--- src/rtl/dmem_pkg.sv ---
// Shared types and constants for the data-memory responder and its RAM array.
package dmem_pkg;

    localparam int ADDR_W = 7;
    localparam int DATA_W = 32;
    localparam int DEPTH  = 1 << ADDR_W;
    localparam int CNT_W  = 16;

    typedef enum logic {
        INIT  = 1'b0,
        READY = 1'b1
    } dmem_state_t;

endpackage : dmem_pkg

--- src/rtl/data_mem_responder_if.sv ---
// Load/store port between the memory access stage (master) and the data memory (slave).
interface data_mem_responder_if #(
    parameter int ADDR_W = dmem_pkg::ADDR_W,
    parameter int DATA_W = dmem_pkg::DATA_W
) ();

    logic              ena;
    logic              wea;
    logic [ADDR_W-1:0] addra;
    logic [DATA_W-1:0] dina;
    logic [DATA_W-1:0] douta;
    logic              busy;

    modport master (
        output ena, wea, addra, dina,
        input  douta, busy
    );

    modport slave (
        input  ena, wea, addra, dina,
        output douta, busy
    );

endinterface : data_mem_responder_if

--- src/rtl/dmem_array.sv ---
// Single-port synchronous RAM, read-first: a read that coincides with a write
// to the same address returns the word as it was before that write.
module dmem_array #(
    parameter int ADDR_W = dmem_pkg::ADDR_W,
    parameter int DATA_W = dmem_pkg::DATA_W
) (
    input  logic              clk,
    input  logic              rst,
    input  logic              rd_en,
    input  logic              we,
    input  logic [ADDR_W-1:0] addr,
    input  logic [DATA_W-1:0] wdata,
    output logic [DATA_W-1:0] rdata
);

    logic [DATA_W-1:0] mem [1 << ADDR_W];
    logic [DATA_W-1:0] rdata_q;
    logic [DATA_W-1:0] rdata_d;

    // Sampling mem before the edge commits the write is what makes this read-first.
    always_comb begin
        rdata_d = rd_en ? mem[addr] : rdata_q;
    end

    // NOTE: the storage array has no reset so it maps onto block RAM; clearing it
    // is the job of the sweep in the parent, only the output register is reset.
    always_ff @(posedge clk) begin
        if (we) begin
            mem[addr] <= wdata;
        end
    end

    always_ff @(posedge clk) begin
        if (rst) begin
            rdata_q <= '0;
        end else begin
            rdata_q <= rdata_d;
        end
    end

    assign rdata = rdata_q;

endmodule : dmem_array

--- src/rtl/data_mem_responder.sv ---
// Data-memory responder: init sweep FSM, access decode, optional second read
// stage, saturating debug counters and a sticky access-during-init flag.
module data_mem_responder
    import dmem_pkg::*;
#(
    parameter int                         ADDR_W       = dmem_pkg::ADDR_W,
    parameter int                         DATA_W       = dmem_pkg::DATA_W,
    parameter int                         READ_LATENCY = 1,
    parameter logic [dmem_pkg::DATA_W-1:0] INIT_VALUE  = '0
) (
    input  logic                  clka,
    input  logic                  rsta,
    data_mem_responder_if.slave   bus,
    output logic [CNT_W-1:0]      rd_count,
    output logic [CNT_W-1:0]      wr_count,
    output logic                  access_err
);

    localparam logic [ADDR_W-1:0] PTR_LAST = '1;

    dmem_state_t       state_q,    state_d;
    logic [ADDR_W-1:0] ptr_q,      ptr_d;
    logic              busy_q,     busy_d;
    logic              err_q,      err_d;
    logic [CNT_W-1:0]  rd_cnt_q,   rd_cnt_d;
    logic [CNT_W-1:0]  wr_cnt_q,   wr_cnt_d;

    logic              mem_we;
    logic              mem_rd_en;
    logic [ADDR_W-1:0] mem_addr;
    logic [DATA_W-1:0] mem_wdata;
    logic [DATA_W-1:0] rd_data;

    // NOTE: every signal gets a default at the top of the block so no path
    // through the case leaves one unassigned and infers a latch.
    always_comb begin
        state_d   = state_q;
        ptr_d     = ptr_q;
        busy_d    = busy_q;
        err_d     = err_q;
        rd_cnt_d  = rd_cnt_q;
        wr_cnt_d  = wr_cnt_q;
        mem_we    = 1'b0;
        mem_rd_en = 1'b0;
        mem_addr  = bus.addra;
        mem_wdata = bus.dina;

        case (state_q)
            INIT: begin
                mem_we    = 1'b1;
                mem_addr  = ptr_q;
                mem_wdata = INIT_VALUE;
                ptr_d     = ptr_q + 1'b1;
                if (bus.ena) begin
                    err_d = 1'b1;
                end
                if (ptr_q == PTR_LAST) begin
                    state_d = READY;
                    busy_d  = 1'b0;
                end
            end
            READY: begin
                if (bus.ena) begin
                    mem_rd_en = 1'b1;
                    if (bus.wea) begin
                        mem_we = 1'b1;
                        if (wr_cnt_q != '1) begin
                            wr_cnt_d = wr_cnt_q + 1'b1;
                        end
                    end else if (rd_cnt_q != '1) begin
                        rd_cnt_d = rd_cnt_q + 1'b1;
                    end
                end
            end
            default: begin
                state_d = INIT;
            end
        endcase
    end

    // NOTE: sequential state uses non-blocking assignments only, so every flop
    // samples the pre-edge values regardless of statement order.
    always_ff @(posedge clka) begin
        if (rsta) begin
            state_q  <= INIT;
            ptr_q    <= '0;
            busy_q   <= 1'b1;
            err_q    <= 1'b0;
            rd_cnt_q <= '0;
            wr_cnt_q <= '0;
        end else begin
            state_q  <= state_d;
            ptr_q    <= ptr_d;
            busy_q   <= busy_d;
            err_q    <= err_d;
            rd_cnt_q <= rd_cnt_d;
            wr_cnt_q <= wr_cnt_d;
        end
    end

    dmem_array #(
        .ADDR_W (ADDR_W),
        .DATA_W (DATA_W)
    ) u_array (
        .clk   (clka),
        .rst   (rsta),
        .rd_en (mem_rd_en),
        .we    (mem_we),
        .addr  (mem_addr),
        .wdata (mem_wdata),
        .rdata (rd_data)
    );

    // With two cycles of latency the RAM output register acts as stage 1 and
    // douta only reloads when that stage holds a fresh result.
    if (READ_LATENCY == 2) begin : g_lat2
        logic              s1_vld_q, s1_vld_d;
        logic [DATA_W-1:0] douta_q,  douta_d;

        always_comb begin
            s1_vld_d = mem_rd_en;
            douta_d  = s1_vld_q ? rd_data : douta_q;
        end

        always_ff @(posedge clka) begin
            if (rsta) begin
                s1_vld_q <= 1'b0;
                douta_q  <= '0;
            end else begin
                s1_vld_q <= s1_vld_d;
                douta_q  <= douta_d;
            end
        end

        assign bus.douta = douta_q;
    end else begin : g_lat1
        assign bus.douta = rd_data;
    end

    assign bus.busy   = busy_q;
    assign rd_count   = rd_cnt_q;
    assign wr_count   = wr_cnt_q;
    assign access_err = err_q;

endmodule : data_mem_responder

--- src/flat_wrapper.sv ---
// flat-port wrapper written by rule: the top's interface ports become plain ports
module data_mem_responder_flat import dmem_pkg::*;
#(
    parameter int                         ADDR_W       = dmem_pkg::ADDR_W,
    parameter int                         DATA_W       = dmem_pkg::DATA_W,
    parameter int                         READ_LATENCY = 1,
    parameter logic [dmem_pkg::DATA_W-1:0] INIT_VALUE  = '0
)
  (clka, rsta, rd_count, wr_count, access_err, bus_ena, bus_wea, bus_addra, bus_dina, bus_douta, bus_busy);
  data_mem_responder_if #(.ADDR_W(ADDR_W), .DATA_W(DATA_W)) bus_i ();
  input  logic clka;
  input  logic rsta;
  output logic [CNT_W-1:0] rd_count;
  output logic [CNT_W-1:0] wr_count;
  output logic access_err;
  input wire logic [$bits(bus_i.ena)-1:0] bus_ena;
  input wire logic [$bits(bus_i.wea)-1:0] bus_wea;
  input wire logic [$bits(bus_i.addra)-1:0] bus_addra;
  input wire logic [$bits(bus_i.dina)-1:0] bus_dina;
  output wire logic [$bits(bus_i.douta)-1:0] bus_douta;
  output wire logic [$bits(bus_i.busy)-1:0] bus_busy;
  assign bus_i.ena = bus_ena;
  assign bus_i.wea = bus_wea;
  assign bus_i.addra = bus_addra;
  assign bus_i.dina = bus_dina;
  assign bus_douta = bus_i.douta;
  assign bus_busy = bus_i.busy;
  data_mem_responder #(.ADDR_W(ADDR_W), .DATA_W(DATA_W), .READ_LATENCY(READ_LATENCY), .INIT_VALUE(INIT_VALUE)) u_core (.clka(clka), .rsta(rsta), .bus(bus_i), .rd_count(rd_count), .wr_count(wr_count), .access_err(access_err));
endmodule
--- config.mk ---
export PLATFORM = sky130hd
export DESIGN_NAME = data_mem_responder_flat
export DESIGN_NICKNAME = d
export VERILOG_FILES = /design/src/rtl/dmem_pkg.sv /design/src/rtl/data_mem_responder_if.sv /design/src/rtl/dmem_array.sv /design/src/rtl/data_mem_responder.sv /design/src/flat_wrapper.sv
export SDC_FILE = /design/constraint.sdc
export NUM_CORES = 2
export LEC_CHECK = 0
export ABC_AREA = 0
export ABC_CLOCK_PERIOD_IN_PS = 9700
export CORE_ASPECT_RATIO = 2
export CORE_MARGIN = 2
export CORE_UTILIZATION = 51
export CTS_BUF_LIST = sky130_fd_sc_hd__clkbuf_8 sky130_fd_sc_hd__clkbuf_16
export CTS_CLUSTER_SIZE = 12
export DETAILED_ROUTE_END_ITERATION = 8
export PLACE_DENSITY = 0.67
export SLEW_MARGIN = 20
export SYNTH_ARGS = -nofsm -noshare
export SYNTH_HDL_FRONTEND = slang
export SYNTH_SLANG_ARGS = --single-unit
--- constraint.sdc ---
create_clock -name clka -period 9.7 [get_ports clka]
set_input_delay 1.94 -clock clka [delete_from_list [all_inputs] [get_ports clka]]
set_output_delay 1.94 -clock clka [all_outputs]
set_load 0.02 [all_outputs]
* After elaboration in Yosys (flattened, before gate mapping)
Memory sizes are Yosys's and may differ from the RTL's. A register that Yosys moved wholly into a read port is not among the register bits.
Index checks and enable logic that the tools add are counted.
** Storage, ports and cells
- Flip-flop bits (word level) :: 42
- RAM bits :: 4096
- Input port bits :: 43
- Output and inout bits :: 66
- Word-level logic and storage cells :: 30
- Memories :: 1
** Memories
- u_core.u_array.mem :: words 128, bits a word 32, read ports 1, clocked after memory_dff 1, wr ports 1, RTL line dmem_array.sv:16 : logic [DATA_W-1:0] mem [1 << ADDR_W];
** Cells by class
- Add/subtract/negate cells :: 3
- Equal/unequal tests :: 3
- Muxes and demuxes :: 11
- Bitwise operators :: 2
- Reduce and logical (&&, ||, !) cells :: 4
** Operators with widths (number)
- $add 16x1->16 const B :: 2
- $mux 32 :: 1
- $ne 16x16->1 const B :: 2
- $mux 1 :: 8
- $reduce_and 4->1 :: 2
- $add 7x1->7 const B :: 1
- $eq 7x7->1 const B :: 1
- $mux 7 :: 1
- $reduce_and 2->1 :: 2
- $not 1->1 :: 2
- $pmux 1 s2 :: 1

* Longest topological paths before layout
- Depth after elaboration :: 5
- Depth in mapped cells :: 13
- Mapped depth without buffers :: 7

* Modules after synthesis
From an unflattened synthesis, not the netlist that was laid out.
** Second synthesis, totals
- Cells, all modules :: 8967
- Area, all modules :: 160935.6 um^2
** By module, submodules not included
- dmem_array :: instances 1, cells each 8681, area an instance 158574.6 um^2, sequential area each 123638.6 um^2
- data_mem_responder :: instances 1, cells each 286, area an instance 2361.0 um^2, sequential area each 840.8 um^2

* Worst setup path before layout
Ideal clock, no wire load.
- Kind :: in2reg
- Start :: input port bus_addra[1]
- End :: memory u_core.u_array.mem[112][0] (enable)
- Library setup time :: 421 ps
- Data arrival time :: 5071 ps
- Required time :: 9279 ps
- Setup slack :: 4207 ps
- Stages on the path :: 10
- Path buffers :: 6
- Cells stage by stage :: buf_2 > nor4b_1 > or2_2 > buf_2 > buf_2 > buf_2 > buf_1 > nand2_1 > clkbuf_1 > nor2_1
** Between the ends
- Longest elaborated chain between the ends :: 1
** RTL lines
- from (decl) :: RTL line flat_wrapper.sv:18 : input wire logic [$bits(bus_i.addra)-1:0] bus_addra;
- $mux 7 :: RTL line data_mem_responder.sv:48 : case (state_q)
- to (decl) :: RTL line dmem_array.sv:16
Every way passes these cells.

* Worst setup path in the final report
- Start :: input port bus_addra[0]
- End :: register u_core.u_array.rdata_q[20] (netlist: u_core.u_array.rdata[20]) (read register of u_core.u_array.mem)
** Between the ends
- Longest elaborated chain between the ends :: 1
** RTL lines
- $mux 7 :: RTL line data_mem_responder.sv:48
- to (decl) :: RTL line dmem_array.sv:17 : logic [DATA_W-1:0] rdata_q;
Every way passes these cells.
A chain may end at the register's enable or synchronous reset.

==> impl_metrics.env <==
export IMPL_status="finished, final reports clean"
export IMPL_use_met3_pct=5.48
export IMPL_insertion_delay_ns=0.94
export IMPL_critical_path_required_ns=10.45
export IMPL_yosys_area_share_adder_pct=0.0241
export IMPL_synth_simple_gate_area_share_pct=2.85
export IMPL_port_buffers=108
export IMPL_root_buffer="clkbuf_16"
export IMPL_p_switching_w=0.00755
export IMPL_setup_viol=0
export IMPL_synth_seq_cells=4170
export IMPL_maxCapViolations=0
export IMPL_gr_usage_all_layers_pct=30.7
export IMPL_routed_wl_mm=487
export IMPL_cts_sinks=4170
export IMPL_drc=0
export IMPL_critical_path_class="primary input to register"
export IMPL_rows=287
export IMPL_cts_tree="built"
export IMPL_rsz0062_at_grt="no"
export IMPL_drive_above_1_share_pct=10.8
export IMPL_finClkSkew_ns=0.0623
export IMPL_p_total_w=0.0349
export IMPL_cp_max_fo=143
export IMPL_area_growth_pct=12.1
export IMPL_synthMuxAreaShare_pct=4.37
export IMPL_power_density_nw_per_um2=200
export IMPL_postCtsHoldBufs=0
export IMPL_worstMarginPinSlew_ns=1.28
export IMPL_final_setup_tns_ns=0
export IMPL_holdCritPathClass="register to register"
export IMPL_cp_start_kind="primary input"
export IMPL_synth_compound_area_share_pct=10.9
export IMPL_die_w_um=395
export IMPL_yosys_area_top_type="edfxtp_1"
export IMPL_synth_xor_area_share_pct=0.163
export IMPL_place_hpwl_mm=292
export IMPL_report_final_slew_viol_count=0
export IMPL_synth_common_cells="edfxtp_1, a22oi_1, mux2i_1"
export IMPL_fill_cells=22218
export IMPL_clock_path_buffers=4
export IMPL_drtIter0Drc=13357
export IMPL_rrSetupSlack_ns=4.05
export IMPL_async_flop_share_pct=0
export IMPL_synth_distinct_cells=71
export IMPL_dr_pass1_iters=9
export IMPL_start_util_pct=51.2
export IMPL_r2r_end="u_core.u_array.rdata[20]"
export IMPL_final_area_um2=175000
export IMPL_fin_hold_ws_ns=0.524
export IMPL_ys_seq_area_share_pct=79.8
export IMPL_ctsResizeCount=0
export IMPL_finalCritPeriodShare_pct=67.2
export IMPL_power_frac_comb_pct=4.9
export IMPL_placed_area_um2=164000
export IMPL_nets=9067
export IMPL_synth_area_um2=156000
export IMPL_seq_power_share_pct=56.0
export IMPL_crit_start="bus_addra[0]"
export IMPL_irDropWorstVdd_mv=0.146
export IMPL_sw_frac_of_total_pct=21.6
export IMPL_slew_headroom_pct=13.6
export IMPL_wire_per_inst_um=36.7
export IMPL_die_y_um=786
export IMPL_grt_pass1_vias=88414
export IMPL_grt_use_met2_pct=50.7
export IMPL_synth_top_family_by_area="compound AO/OA/AOI/OAI gates"
export IMPL_endpoint_kind="register"
export IMPL_postCtsSetupBuffers=0
export IMPL_grt_start_max_net_pins=144
export IMPL_grt_pass1_wl_mm=676
export IMPL_timing_fmax_mhz=153
export IMPL_arrival_ns=7.27
export IMPL_clk_pin_slew_worst_paths_ns=0.06
export IMPL_yosysMostFrequentCell="edfxtp_1"
export IMPL_reg2reg_depth=9
export IMPL_internal_power_w=0.0273
export IMPL_netlist_instances=8817
export IMPL_gp_congestion=0.928
export IMPL_synthFlopType="edfxtp_1"
export IMPL_cts_buffers=391
export IMPL_rr_startpoint="u_core.state_q"
export IMPL_antenna_found_initial=28
export IMPL_dr_total_vias=90530
export IMPL_synthTopCellsByArea="edfxtp_1, mux2i_1, a22oi_1"
export IMPL_fin_util_pct=57.4
export IMPL_finalCriticalPeriod_ns=6.52
export IMPL_grt_overflow_total=0
export IMPL_h_tree_depth=5
export IMPL_vias_per_cell=6.81
export IMPL_syn_avg_cell_area_um2=17.7
export IMPL_p_clk_share_pct=39.0
export IMPL_syn_nets=8863
export IMPL_ant_nets=0
export IMPL_synth_edff_count=4096
export IMPL_grt_busiest_layer="met2"
export IMPL_met1_usage_pct=35.6
export IMPL_total_leakage_power_nw=57.3
export IMPL_netlist_area_leader_share_pct=78.9
export IMPL_io_pins=109
export IMPL_yosys_warnings=0
export IMPL_endpoint="u_core.u_array.rdata[20]"
export IMPL_core_um2=305000
export IMPL_hold_violations=0
export IMPL_fp_dieArea_um2=311000
flip-flops by register name, summed over array words and instances, names as in the netlist:
| signal | cells |
|---|---|
| u_core.u_array.mem | 4096 |
| u_core.u_array.rdata | 32 |
| u_core.rd_count | 16 |
| u_core.wr_count | 16 |
| u_core.ptr_q | 7 |
| u_core.access_err | 1 |
| u_core.bus.busy | 1 |
| u_core.state_q | 1 |
per-stage QoR:
stage	setup slack, ns	cells
after floorplan	4.21	8817
after global placement	1.69	12620
after detailed placement	2.64	12665
after CTS	3.60	13243
after global routing	3.33	13264
final	3.18	13284
power by group through the flow:
stage	combinational (W)	sequential [W]	clock [W]
floorplan	0.000966	0.0199	0
global placement	0.00166	0.0199	0
detailed placement	0.00168	0.0199	0
CTS	0.00169	0.0195	0.0137
global route	0.00176	0.0195	0.0143
finish	0.00172	0.0195	0.0136
critical path: stages:
cell and delay [ns]:
clkdlybuf4s50_1 0.91, mux2_8 0.75, buf_12 0.67, mux2i_1 0.27, o22ai_1 0.12, o21ai_0 0.60, buf_4 0.28, a41o_1 0.29
o311a_1 0.93, a31oi_1 0.18
routing by layer:
metal	wire length, um	up-vias	part of all wire (%)
li1	-	36684	-
met1	158000	46313	32
met2	238000	6202	49
met3	46700	1311	9.6
met4	45000	20	9.2
met5	127	-	0.026
logic make-up after synthesis:
logic type | Yosys count
fa+ha+maj | 3
mux | 677
xor+xnor | 29
flops | 4170
compound gates | 2406
buf+inv | 617
simple gates | 915
layout by cell type (no fill, tap or decap), types with 30 or more instances in the layout:
| cell | n |
|---|---|
| inv_1 | 165 |
| o21ai_0 | 300 |
| buf_4 | 245 |
| o22ai_1 | 322 |
| nor2_1 | 80 |
| or4_1 | 38 |
| a22oi_1 | 831 |
| and2_4 | 36 |
| nand4_1 | 50 |
| clkdlybuf4s50_1 | 107 |
| nor2_4 | 132 |
| mux2i_1 | 641 |
| clkbuf_16 | 396 |
| o211ai_1 | 70 |
| a41oi_1 | 111 |
| a221oi_1 | 127 |
| a211oi_1 | 48 |
| nand2_1 | 318 |
| a222oi_1 | 117 |
| diode_2 | 32 |
| o21ai_1 | 30 |
| dfxtp_1 | 73 |
| nand3_1 | 120 |
| a21oi_1 | 256 |
| buf_12 | 51 |
| and4_1 | 45 |
| edfxtp_1 | 4096 |
worst min-delay path by stage:
stage,start,endpoint,slack (ns),depth (start not counted)
4_1_cts,u_core.wr_count[9],u_core.wr_count[9],0.52,2
3_3_place_gp,u_core.wr_count[9],u_core.wr_count[9],0.48,2
3_5_place_dp,u_core.wr_count[9],u_core.wr_count[9],0.51,2
5_1_grt,u_core.wr_count[9],u_core.wr_count[9],0.56,2
6_report,u_core.wr_count[9],u_core.wr_count[9],0.52,2
2_1_floorplan,u_core.ptr_q[6],u_core.state_q,0.53,2
area by class of cell:
cell class	instances	area (um2)	area share [%]
clock inverter	181	842	0.482
tap	4046	5060	2.90
inverter	4	15.0	0.00859
clock buffer	397	9920	5.68
multi-input combinational	4030	30100	17.2
sequential	4170	124000	71.2
timing repair buffer	424	4380	2.51
antenna	32	80.1	0.0458
Power figures use the tool's default switching activity.
